File: config.mk
export PLATFORM = sky130hd
export DESIGN_NAME = digit_scan_driver_flat
export DESIGN_NICKNAME = d
export VERILOG_FILES = /design/src/rtl/digit_scan_if.sv /design/src/rtl/digit_scan_driver.sv /design/src/flat_wrapper.sv
export SDC_FILE = /design/constraint.sdc
export NUM_CORES = 1
export LEC_CHECK = 0
export BUFFER_PORTS_ARGS = -buffer_cell sky130_fd_sc_hd__clkbuf_2
export CAP_MARGIN = 25
export CORE_ASPECT_RATIO = 0.5
export CORE_MARGIN = 2
export CORE_UTILIZATION = 51
export DETAILED_ROUTE_END_ITERATION = 8
export GPL_TIMING_DRIVEN = 0
export PLACE_DENSITY_LB_ADDON = 0.15
export SYNTH_ARGS = -nofsm -noshare
export SYNTH_HDL_FRONTEND = slang
export SYNTH_SLANG_ARGS = --single-unit
File: constraint.sdc
create_clock -name clk -period 3.3 [get_ports clk]
set_input_delay 0.165 -clock clk [delete_from_list [all_inputs] [get_ports clk]]
set_output_delay 0.165 -clock clk [all_outputs]
set_load 0.05 [all_outputs]
File: src/rtl/digit_scan_if.sv
// rtl/digit_scan_if.sv - digit/segment bundle between the display source and digit_scan_driver
interface digit_scan_if #(
  parameter int N_DIGITS = 8,
  parameter int SEL_W    = $clog2(N_DIGITS)
);
  logic                  en;
  logic [4*N_DIGITS-1:0] digits;
  logic [N_DIGITS-1:0]   dp;
  logic [N_DIGITS-1:0]   blank;
  logic [0:N_DIGITS-1]   an;
  logic [6:0]            seg;
  logic                  dp_n;
  logic [SEL_W-1:0]      sel;
  logic                  frame_tick;

  modport master (
    output en, digits, dp, blank,
    input  an, seg, dp_n, sel, frame_tick
  );

  modport slave (
    input  en, digits, dp, blank,
    output an, seg, dp_n, sel, frame_tick
  );
endinterface

File: src/rtl/digit_scan_driver.sv
// rtl/digit_scan_driver.sv - time-multiplexed seven-segment scanner with per-frame snapshot
// Optional leading-zero suppression is compiled in with `define LEADING_ZERO_BLANK_EN.
module digit_scan_driver #(
  parameter int N_DIGITS = 8,
  parameter int PRESCALE = 100000,
  parameter int SEL_W    = $clog2(N_DIGITS)
) (
  input logic         clk,
  input logic         reset,
  digit_scan_if.slave dsp
);
  localparam int                PCNT_W    = (PRESCALE > 1) ? $clog2(PRESCALE) : 1;
  localparam logic [PCNT_W-1:0] PCNT_LAST = PCNT_W'(PRESCALE - 1);
  localparam logic [SEL_W-1:0]  SEL_LAST  = SEL_W'(N_DIGITS - 1);

  logic [PCNT_W-1:0]     pcnt_q, pcnt_d;
  logic [SEL_W-1:0]      sel_q, sel_d;
  logic                  primed_q, primed_d;
  logic [4*N_DIGITS-1:0] digits_s, digits_d;
  logic [N_DIGITS-1:0]   dp_s, dp_d;
  logic [N_DIGITS-1:0]   blank_s, blank_d;
  logic [0:N_DIGITS-1]   an_q, an_d;
  logic [6:0]            seg_q, seg_d;
  logic                  dp_n_q, dp_n_d;
  logic                  tick_q, tick_d;
  logic                  wrap;
  logic [N_DIGITS-1:0]   hide;
  logic [3:0]            cur;
`ifdef LEADING_ZERO_BLANK_EN
  logic                  lz;
`endif

  function automatic logic [6:0] hex7seg(input logic [3:0] v);
    case (v)
      4'h0: hex7seg = 7'h40;
      4'h1: hex7seg = 7'h79;
      4'h2: hex7seg = 7'h24;
      4'h3: hex7seg = 7'h30;
      4'h4: hex7seg = 7'h19;
      4'h5: hex7seg = 7'h12;
      4'h6: hex7seg = 7'h02;
      4'h7: hex7seg = 7'h78;
      4'h8: hex7seg = 7'h00;
      4'h9: hex7seg = 7'h10;
      4'hA: hex7seg = 7'h08;
      4'hB: hex7seg = 7'h03;
      4'hC: hex7seg = 7'h46;
      4'hD: hex7seg = 7'h21;
      4'hE: hex7seg = 7'h06;
      default: hex7seg = 7'h0E;
    endcase
  endfunction

  always_comb begin
    pcnt_d   = pcnt_q;
    sel_d    = sel_q;
    primed_d = primed_q;
    digits_d = digits_s;
    dp_d     = dp_s;
    blank_d  = blank_s;
    wrap     = 1'b0;

    // The first enabled cycle after reset only primes the snapshot, so digit 0
    // gets a full dwell and is driven first even when PRESCALE is 1.
    if (dsp.en) begin
      if (!primed_q) begin
        primed_d = 1'b1;
      end else if (pcnt_q == PCNT_LAST) begin
        pcnt_d = '0;
        if (sel_q == SEL_LAST) begin
          sel_d = '0;
          wrap  = 1'b1;
        end else begin
          sel_d = sel_q + SEL_W'(1);
        end
      end else begin
        pcnt_d = pcnt_q + PCNT_W'(1);
      end
      if (wrap || !primed_q) begin
        digits_d = dsp.digits;
        dp_d     = dsp.dp;
        blank_d  = dsp.blank;
      end
    end

    hide = blank_d;
`ifdef LEADING_ZERO_BLANK_EN
    lz = 1'b1;
    for (int i = 0; i < N_DIGITS - 1; i++) begin
      if (lz && digits_d[4*i +: 4] == 4'h0 && !dp_d[i]) begin
        hide[i] = 1'b1;
      end else begin
        lz = 1'b0;
      end
    end
`endif

    cur  = digits_d[{sel_d, 2'b00} +: 4];
    an_d = '1;
    if (dsp.en) begin
      an_d[sel_d] = 1'b0;
      seg_d       = hide[sel_d] ? 7'h7F : hex7seg(cur);
      dp_n_d      = hide[sel_d] | ~dp_d[sel_d];
      tick_d      = wrap;
    end else begin
      seg_d  = 7'h7F;
      dp_n_d = 1'b1;
      tick_d = 1'b0;
    end
  end

  always_ff @(posedge clk) begin
    if (reset) begin
      pcnt_q   <= '0;
      sel_q    <= '0;
      primed_q <= 1'b0;
      digits_s <= '0;
      dp_s     <= '0;
      blank_s  <= '0;
      an_q     <= '1;
      seg_q    <= 7'h7F;
      dp_n_q   <= 1'b1;
      tick_q   <= 1'b0;
    end else begin
      pcnt_q   <= pcnt_d;
      sel_q    <= sel_d;
      primed_q <= primed_d;
      digits_s <= digits_d;
      dp_s     <= dp_d;
      blank_s  <= blank_d;
      an_q     <= an_d;
      seg_q    <= seg_d;
      dp_n_q   <= dp_n_d;
      tick_q   <= tick_d;
    end
  end

  assign dsp.an         = an_q;
  assign dsp.seg        = seg_q;
  assign dsp.dp_n       = dp_n_q;
  assign dsp.sel        = sel_q;
  assign dsp.frame_tick = tick_q;
endmodule
File: src/flat_wrapper.sv
// flat-port wrapper written by rule: the top's interface ports become plain ports
module digit_scan_driver_flat 
#(
  parameter int N_DIGITS = 8,
  parameter int PRESCALE = 100000,
  parameter int SEL_W    = $clog2(N_DIGITS)
)
  (clk, reset, dsp_en, dsp_digits, dsp_dp, dsp_blank, dsp_an, dsp_seg, dsp_dp_n, dsp_sel, dsp_frame_tick);
  digit_scan_if #(.N_DIGITS(N_DIGITS), .SEL_W(SEL_W)) dsp_i ();
  input logic clk;
  input logic reset;
  input wire logic [$bits(dsp_i.en)-1:0] dsp_en;
  input wire logic [$bits(dsp_i.digits)-1:0] dsp_digits;
  input wire logic [$bits(dsp_i.dp)-1:0] dsp_dp;
  input wire logic [$bits(dsp_i.blank)-1:0] dsp_blank;
  output wire logic [$bits(dsp_i.an)-1:0] dsp_an;
  output wire logic [$bits(dsp_i.seg)-1:0] dsp_seg;
  output wire logic [$bits(dsp_i.dp_n)-1:0] dsp_dp_n;
  output wire logic [$bits(dsp_i.sel)-1:0] dsp_sel;
  output wire logic [$bits(dsp_i.frame_tick)-1:0] dsp_frame_tick;
  assign dsp_i.en = dsp_en;
  assign dsp_i.digits = dsp_digits;
  assign dsp_i.dp = dsp_dp;
  assign dsp_i.blank = dsp_blank;
  assign dsp_an = dsp_i.an;
  assign dsp_seg = dsp_i.seg;
  assign dsp_dp_n = dsp_i.dp_n;
  assign dsp_sel = dsp_i.sel;
  assign dsp_frame_tick = dsp_i.frame_tick;
  digit_scan_driver #(.N_DIGITS(N_DIGITS), .PRESCALE(PRESCALE), .SEL_W(SEL_W)) u_core (.clk(clk), .reset(reset), .dsp(dsp_i));
endmodule
* Word level (Yosys, flattened, before mapping) *
Memory sizes are Yosys's and may differ from the RTL's. A register that Yosys moved wholly into a read port is not among the register bits.
Index checks and enable logic that the tools add are counted.

word-level totals
  bits in registers = 79
  ROM bits = 112
  input port bits = 51
  output and inout port bits = 20
  logic and storage cells = 50
  memories kept = 1

cells by class
  add/subtract/negate cells = 2
  $lt $le $gt $ge = 3
  equal/unequal tests = 2
  shift operators = 1
  mux-type cells = 21
  bitwise gates (word level) = 5
  reductions and logical operators = 6

memory list
  name             depth  bits a word  read ports  clocked after memory_dff  write ports  RTL line                 RTL
  (no name shown)  16     7            1           1                         0            digit_scan_driver.sv:34  case (v)

operator list
  kind                                                 number
  2-to-1 mux 32 bit                                    2
  2-to-1 mux 8 bit                                     4
  variable part select 32 x 6 -> 4 bit                 1
  adder 17 x 1 -> 17 bit (second input constant)       1
  == test 17 bit (second input constant)               1
  2-to-1 mux 17 bit                                    1
  2-to-1 mux 3 bit                                     4
  inverter 8 bit                                       1
  2-to-1 mux 1 bit                                     7
  binary-select mux 1 bit (select 3 bit)               2
  >= comparator 4 bit (second input constant)          1
  < comparator 3 x 4 -> 1 bit (second input constant)  1
  < comparator 4 x 1 -> 1 bit (second input constant)  1
  inverter 3 -> 4 bit                                  1
  adder 3 x 1 -> 3 bit (second input constant)         1
  demux 1 bit (select 3 bit)                           1
  == test 3 bit (second input constant)                1
  OR reduction 3 bit                                   1
  inverter 1 bit                                       2
  AND reduction 2 bit                                  1
  OR reduction 2 bit                                   1
  logical AND 1 bit                                    1
  logical NOT 1 bit                                    1
  logical OR 1 bit                                     1
  OR 1 bit                                             1

* Logic depth before layout (Yosys ltp) *
Gate-level depths: netlist of run 1.

  depth after elaboration = 12
  mapped depth = 15
  mapped depth without buffers = 14

* Worst setup path after synthesis of run 1 *
No wires, ideal clock.

  path type = register to register
  start = reg u_core.sel_q[1] (netlist: u_core.dsp.sel[1])
  end = reg u_core.seg_q[6] (netlist: u_core.dsp.seg[6])
  library setup time = 120 ps
  data arrival time = 3261 ps
  required time = 3180 ps
  path slack = -81 ps
  cell stages (with the launch flop) = 14
  path buffers = 1
  clock period less this slack = 3381 ps
  cell sequence = dfxtp_1 > ha_1 > ha_1 > inv_1 > o21ai_4 > nand2_4 > buf_6 > a211oi_1 > a211oi_1 > or4_1 > ha_1 > nand2_1 > o21ai_0 > a211o_1

between the ends
  cells in the longest elaborated chain, start to end = 11
  elaborated cells on any way between the ends = 19
  those cells by class = add/sub (1); eq/ne (1); shift (1); mux (14); reduce/logical (2)

RTL lines
  item                                                                        RTL line                  RTL
  start, declared                                                             digit_scan_driver.sv:17   logic [SEL_W-1:0] sel_q, sel_d;
  start signal, assigned                                                      digit_scan_driver.sv:126  sel_q <= sel_d;
  parallel branches: the longest is 11 deep, another holds 2-to-1 mux 32 bit  --
  end, declared                                                               digit_scan_driver.sv:23   logic [6:0] seg_q, seg_d;

Several ways; the timed one is not identified. The select of a mux whose other input is x is not followed.
A chain may end at the register's enable or synchronous reset.

* Worst setup path after layout of run 1 *
  start = reg u_core.pcnt_q[6]
  end = reg u_core.seg_q[4] (netlist: u_core.dsp.seg[4])

between the ends
  cells in the longest elaborated chain, start to end = 10
  elaborated cells on any way between the ends = 16
  those cells by class = eq/ne (1); shift (1); mux (12); reduce/logical (2)

RTL lines
  item                                                                       RTL line                  RTL
  start, declared                                                            digit_scan_driver.sv:16   logic [PCNT_W-1:0] pcnt_q, pcnt_d;
  start signal, assigned                                                     digit_scan_driver.sv:125  pcnt_q <= pcnt_d;
  == test 17 bit (*)                                                         digit_scan_driver.sv:68   end else if (pcnt_q == PCNT_LAST) begin
  parallel branches: the longest is 9 deep, another holds 2-to-1 mux 32 bit  --

Every way passes the cells marked *. The select of a mux whose other input is x is not followed.

==> results.py, run 1 <==
metrics = {
    "run_status": {
        "status": "completed",
    },
    "worst_setup_path": {
        "worstPathMaxFanout": 10,
        "cp-start-kind": "flip-flop",
        "path_class": "flip-flop to flip-flop",
        "reg2regPathDepth": 14,
        "worstPathRequired_ns": 3.52,
        "cp.arrival_ns": 3.51,
        "worstSetupEndpointType": "flip-flop",
    },
    "route": {
        "wl_met2_um": 5890,
        "routed_wl_um": 12400,
        "first_pass_iters": 4,
        "wl_per_cell_um": 17.1,
        "drt-initial-drc-count": 338,
        "drt-met1-wl_um": 5480,
        "remaining_drc_errors": 0,
        "vias": 4209,
        "antenna_left": 0,
        "vias_per_cell": 5.81,
        "route.met3.wl_um": 796,
        "top_layer_used": "met4",
    },
    "power_and_ir_drop": {
        "power.share.switching": 0.277,
        "p_leak_nw": 2.34,
        "ir_drop_mv": 0.258,
        "pwr-share-comb": 0.153,
        "seqPwrFrac": 0.446,
        "total_power_w": 0.00248,
        "pwr_density_cell_nw_per_um2": 447,
        "internal_power_w": 0.00179,
        "pwr-share-clk": 0.401,
        "power.net_switching_w": 0.000686,
    },
    "synth": {
        "yosys_register_bits": 86,
        "syn_area_sq_um": 4370,
        "synthTopCellsByArea": "dfxtp_1 39%, nor2_1 5.9%, mux2i_1 5.5%",
        "ys_seq_area_frac": 0.394,
        "postSynth.asyncResetShare": 0,
        "yosys_most_used_dff": "dfxtp_1",
        "synth_edf_count": 0,
        "synthDistinctLibCells": 58,
        "synth_cells": 508,
        "synth_fp_nets": 568,
        "avgSynthCellArea_sq_um": 8.60,
        "ys_warn_count": 0,
        "yosysTopAreaCellShare": 0.394,
        "yosysTopAreaCell": "dfxtp_1",
    },
    "placement": {
        "io_buffers": 69,
        "gp_congestion": 0.809,
        "placed_cell_area_sq_um": 4860,
        "dp_hpwl_um": 8170,
        "dp.cells": 689,
    },
    "sta": {
        "max_slew.worst_pin.slew_ns": 0.711,
        "finClkSkew_ns": 0.00755,
        "finalMaxSlewViolations": 0,
        "fmax_ghz": 0.305,
        "final.min_clock_period_ns": 3.28,
        "setup_viol_count_final": 0,
        "rsz0062_at_grt": "true",
        "final_hold_viol_count": 0,
        "slew_headroom": 0.525,
        "post-route-period-util": 0.995,
    },
    "cts": {
        "insertion_delay_ns": 0.34,
        "cts_max_level": 3,
        "tritoncts": "done",
        "holdBufCountCts": 0,
        "cts_inserted_buffers": 9,
        "cts-root-buf": "clkbuf_16",
        "cts_sinks": 86,
        "path_clk_slew_ns": 0.07,
        "clock_path_buffers": 2,
    },
    "global_route": {
        "gr-total-overflow": 0,
        "grt_pass1_wl_um": 20100,
        "grt_usage": 0.271,
        "grt_start_max_net_pins": 16,
        "grt_pass1_vias": 4076,
        "grt_antenna_before_repair": 1,
    },
    "final_layout": {
        "regArea_sq_um": 1730,
        "post-route-util": 0.682,
        "insertedDiodeCount": 0,
        "multi_input_area_sq_um": 2640,
        "nFillCells": 675,
        "stdcell_count": 724,
        "fin_nets": 667,
        "syn2layout_area_growth_pct": 27.1,
        "final_area_sq_um": 5550,
        "drive_gt1_frac": 0.286,
    },
    "floorplan": {
        "die_w_um": 135,
        "std_cell_rows": 23,
        "die-height_um": 69.5,
        "start_util": 0.537,
        "ioPinCount": 71,
        "coreArea_sq_um": 8140,
        "dieArea_sq_um": 9370,
    },
    "flow_run": {
        "drv_cap": 0,
    },
    "hold_path": {
        "worst_hold_path_type": "input pin to flip-flop",
        "min_path_cells": 3,
    },
}
==> power by group through the flow <==
stage | registers [W] | logic [W] | clock network, W
after floorplan | 0.00115 | 0.000209 | 0
after global placement | 0.00113 | 0.000332 | 0
after detailed placement | 0.00113 | 0.000337 | 0
after CTS | 0.00111 | 0.000351 | 0.00100
after global routing | 0.00111 | 0.000411 | 0.00105
final | 0.00111 | 0.000379 | 0.000995
==> cell usage in the layout, fill, tap and decap left out, drive strengths merged, types with 5 or more instances in the layout <==
cell,instances
a211oi,27
nand2,43
a41oi,7
clkbuf,97
nor2,70
and3,30
ha,9
o21ai,14
a221o,8
a21boi,6
dfxtp,86
inv,14
xnor2,6
mux2i,24
nor2b,15
nand3,18
buf,36
nand4,6
a211o,5
a21oi,29
xor2,6
==> worst max-delay path, cell delays in order (launching register included) <==
cell and delay, ns:
dfxtp_1 0.38, nor4b_4 0.28, buf_4 0.19, and4_4 0.29, a21boi_4 0.08, nor2_4 0.24
buf_4 0.24, buf_4 0.20, a211o_1 0.14, nand4_1 0.27, inv_2 0.19, ha_1 0.16
nand2_1 0.05, o21a_1 0.14, a221o_1 0.32
==> flip-flops by register name (all words and copies together) (netlist names) <==
name	flops
u_core.primed_q	1
u_core.dsp.sel	3
u_core.dsp.seg	7
u_core.dp_s	8
u_core.dsp.dp_n	1
u_core.pcnt_q	17
u_core.blank_s	8
u_core.dsp.frame_tick	1
u_core.digits_s	32
u_core.dsp.an	8
==> cells by family (layout without fill, tap and decap cells) <==
kind of cell | Yosys count | after routing | synth area share
and+or+nand+nor | 205 | 205 | 0.242
muxes | 26 | 26 | 0.0601
xor gates and xnor gates | 12 | 12 | 0.0240
AOI/OAI and AO/OA | 124 | 124 | 0.208
buffers and inverters | 46 | 150 | 0.0469
adders and majority gates | 9 | 9 | 0.0258
DFF | 86 | 86 | 0.394
==> repair_timing <==
item | in CTS | in global routing
pin swaps | 9 | 14
setup endpoints to repair | 8 | 8
hold endpoints to repair | 0 | 0
setup buffers | 11 | 10
gates resized for setup | 27 | 47
==> final timing paths <==
path                 startpoint            endpoint  slack (ns)
min                   dsp_dp[4]      u_core.dp_s[4]        0.08
max            u_core.pcnt_q[6]   u_core.dsp.seg[4]        0.02
max reg2reg    u_core.pcnt_q[6]   u_core.dsp.seg[4]        0.02
min reg2reg  u_core.digits_s[7]  u_core.digits_s[7]        0.45
==> per-layer routing <==
metal	vias to the layer above	GRT usage
li1	2046	-
met1	2007	0.345
met2	131	0.451
met3	25	0.0768
met4	0	0.0760
met5	-	0
==> synthesized netlist by cell type, drive strengths merged (2+ instances only) <==
cell	n
o21ai	14
o221ai	2
buf	17
a21oi	29
nor2b	15
nor3	4
a41oi	7
mux2	2
o311ai	4
o21bai	2
ha	9
o31ai	3
nand4	6
a21o	2
or3	4
a221oi	2
mux2i	24
clkbuf	17
and4	4
and3	30
nand3	18
a21boi	6
nand2	43
dfxtp	86
a211o	5
a221o	8
a32o	2
nor4b	2
o211ai	3
nand2b	2
nor2	70
a211oi	27
inv	12
xor2	6
xnor2	6
and2	3
a32oi	2
or4	2
==> through the flow <==
step | setup TNS [ns] | hold WS (ns) | setup WS, ns
6_report | 0 | 0.0818 | 0.0178
5_1_grt | -0.316 | 0.0938 | -0.0893
4_1_cts | 0 | 0.0813 | 0.0108
3_5_place_dp | -5.62 | 0.438 | -0.843
3_3_place_gp | -5.21 | 0.432 | -0.794
2_1_floorplan | 0 | 0.305 | 0.0402
==> layout make-up <==
cell class	count	area share
multi-input cells	376	0.475
flip-flops and latches	86	0.312
repair buffers	90	0.0928
clock buffers	11	0.0455
plain buffers	32	0.0333
well taps	112	0.0252
inverters	12	0.00856
clock inverters	5	0.00721
Power figures use the tool's default switching activity.
==> run 2: changes to the inputs <==
- clock period: 3.3 -> 2.9 ns (I/O delays scaled with it)
==> run 2 against run 1 <==
  * The flow now finishes with violations (setup timing)
  * Fmax grew 1.9%
  * Sequential share of layout area shrank 1.6 points
  * Wire length grew 8.9%
  * Clock skew shrank 0.0012 ns
  * Die area is the same
  * Power grew 18%
  * Cell count grew 2.2%
  * First-iteration DRC count shrank 4.4%
==> results.py, run 2 (synthesized netlist as in run 1, its figures left out) <==
metrics = {
    "run_status": {
        "status": "complete, but fails checks",
        "violations": "setup timing",
    },
    "final_layout": {
        "layout_common_cells": "74 x dfxtp_1, 71 x clkbuf_2, 69 x nor2_1",
        "stdcell_count": 740,
        "largest-register": "u_core.digits_s",
        "largest_reg_flops": 32,
        "drive_gt1_frac": 0.336,
        "syn2layout_area_growth_pct": 34.9,
        "final_common_cell": "dfxtp_1",
        "multi_input_area_sq_um": 2810,
        "top_regs": "u_core.digits_s x32, u_core.pcnt_q x17",
        "fin_nets": 683,
        "regArea_sq_um": 1740,
        "insertedDiodeCount": 0,
        "nFillCells": 619,
        "post-route-util": 0.724,
    },
    "worst_setup_path": {
        "reg2regPathDepth": 16,
        "r2r_slack_ns": -0.32,
        "path_class": "flip-flop to flip-flop",
        "reg2reg_from": "u_core.pcnt_q[0]",
        "worstPathMaxFanout": 8,
        "cp-start-kind": "flip-flop",
        "worstSetupEndpointType": "flip-flop",
        "worstPathRequired_ns": 3.14,
        "cp.arrival_ns": 3.46,
        "reg2reg_to": "u_core.dsp.seg[6]",
    },
    "sta": {
        "slew_headroom": 0.553,
        "max_slew.worst_pin.slew_ns": 0.671,
        "whs_ns": 0.0432,
        "setup-tns-final_ns": -1.99,
        "worst_slack_ns": -0.321,
        "post-route-period-util": 1.11,
        "finalMaxSlewViolations": 0,
        "final.min_clock_period_ns": 3.22,
        "finClkSkew_ns": 0.00632,
        "fmax_ghz": 0.310,
        "final_hold_viol_count": 0,
        "rsz0062_at_grt": "true",
        "setup_viol_count_final": 8,
    },
    "route": {
        "first_pass_iters": 6,
        "drt-met1-wl_um": 5720,
        "vias_per_cell": 6.00,
        "vias": 4440,
        "drt-initial-drc-count": 323,
        "wl_met2_um": 6470,
        "wl_per_cell_um": 18.2,
        "top_layer_used": "met4",
        "route.met3.wl_um": 985,
        "remaining_drc_errors": 0,
        "antenna_left": 0,
        "routed_wl_um": 13500,
    },
    "cts": {
        "cts_sinks": 86,
        "insertion_delay_ns": 0.35,
        "cts_max_level": 3,
        "cts-root-buf": "clkbuf_16",
        "clock_path_buffers": 2,
        "tritoncts": "done",
        "path_clk_slew_ns": 0.06,
        "cts_inserted_buffers": 9,
    },
    "global_route": {
        "grt_pass1_wl_um": 21500,
        "grt_usage": 0.293,
        "grt_antenna_before_repair": 0,
        "grt_start_max_net_pins": 15,
        "grt_pass1_vias": 4321,
        "gr-total-overflow": 0,
    },
    "flow_run": {
        "drv_cap": 0,
    },
    "power_and_ir_drop": {
        "p_leak_nw": 2.46,
        "pwr_density_cell_nw_per_um2": 496,
        "ir_drop_mv": 0.385,
    },
    "placement": {
        "gp_congestion": 0.855,
        "dp_hpwl_um": 8300,
        "io_buffers": 69,
        "dp.cells": 689,
    },
    "hold_path": {
        "min_from": "dsp_digits[6]",
        "worst_hold_path_type": "input pin to flip-flop",
        "min_path_cells": 3,
        "whs_endpoint": "u_core.digits_s[6]",
    },
    "floorplan": {
        "coreArea_sq_um": 8140,
        "die-height_um": 69.5,
        "start_util": 0.537,
        "dieArea_sq_um": 9370,
        "die_w_um": 135,
        "std_cell_rows": 23,
        "ioPinCount": 71,
    },
}
run 2: cell count changes in the layout (fill, tap and decap cells not counted), moves of 3 or more:
cell | before | now
buf_4 | 24 | 35
a211oi_1 | 14 | 9
a211oi_2 | 13 | 17
ha_4 | 2 | 5
mux2i_2 | 0 | 5
dfxtp_2 | 5 | 10
dfxtp_1 | 80 | 74
buf_8 | 0 | 3
mux2i_4 | 0 | 5
mux2i_1 | 24 | 14
run 2: how the worst max path moves through the flow:
stage / startpoint / to / slack, ns
after global routing: u_core.pcnt_q[6] / u_core.dsp.seg[3] / -0.44
after detailed placement: u_core.pcnt_q[6] / u_core.dsp.seg[3] / -0.84
after CTS: u_core.pcnt_q[8] / u_core.dsp.seg[3] / -0.17
after global placement: u_core.pcnt_q[6] / u_core.dsp.seg[3] / -0.80
final: u_core.pcnt_q[0] / u_core.dsp.seg[6] / -0.32
after floorplan: u_core.pcnt_q[6] / u_core.dsp.seg[2] / -0.22
run 2: power breakdown:
group          total (W)  internal (W)  switching [W]
sequential       0.00126       0.00123      0.0000291
clock            0.00116      0.000670       0.000490
combinational   0.000505      0.000220       0.000285
total            0.00293       0.00212       0.000804
run 2: cell type report:
type,count,share of cell area
Multi-Input combinational cell,378,0.476
Sequential cell,86,0.295
Timing Repair Buffer,104,0.111
Clock buffer,11,0.0395
Buffer,32,0.0348
Tap cell,112,0.0238
Clock inverter,5,0.0102
Inverter,12,0.00891
run 2: critical path: stages, from the launching register on:
cell and delay, ns:
dfxtp_2 0.35, ha_4 0.14, and4b_1 0.21, buf_6 0.12
nand4_4 0.15, o21ai_4 0.26, nand2_4 0.13, buf_8 0.15
buf_12 0.14, mux2i_4 0.18, a211o_1 0.32, nand4_1 0.11
buf_6 0.16, inv_6 0.05, ha_1 0.20, and3_1 0.15
a211o_1 0.27
run 2: per-layer routing:
metal	GRT usage	vias up
met5	0	-
met4	0.110	0
met3	0.0760	39
met2	0.499	170
met1	0.358	2145
li1	-	2086
run 2: what timing repair did:
action,in CTS,in global routing
pin swaps,23,14
endpoints found under the setup margin,8,8
gates resized for setup,60,28
gates cloned,4,0
buffers inserted,24,9
hold buffers,0,0
run 2: per-stage QoR:
stage,worst slack [ns],area (sq um),total power [W]
CTS,-0.173,5730,0.00288
floorplan,-0.216,4450,0.00156
global placement,-0.796,4940,0.00167
detailed placement,-0.842,4940,0.00167
global route,-0.437,5900,0.00303
finish,-0.321,5900,0.00293
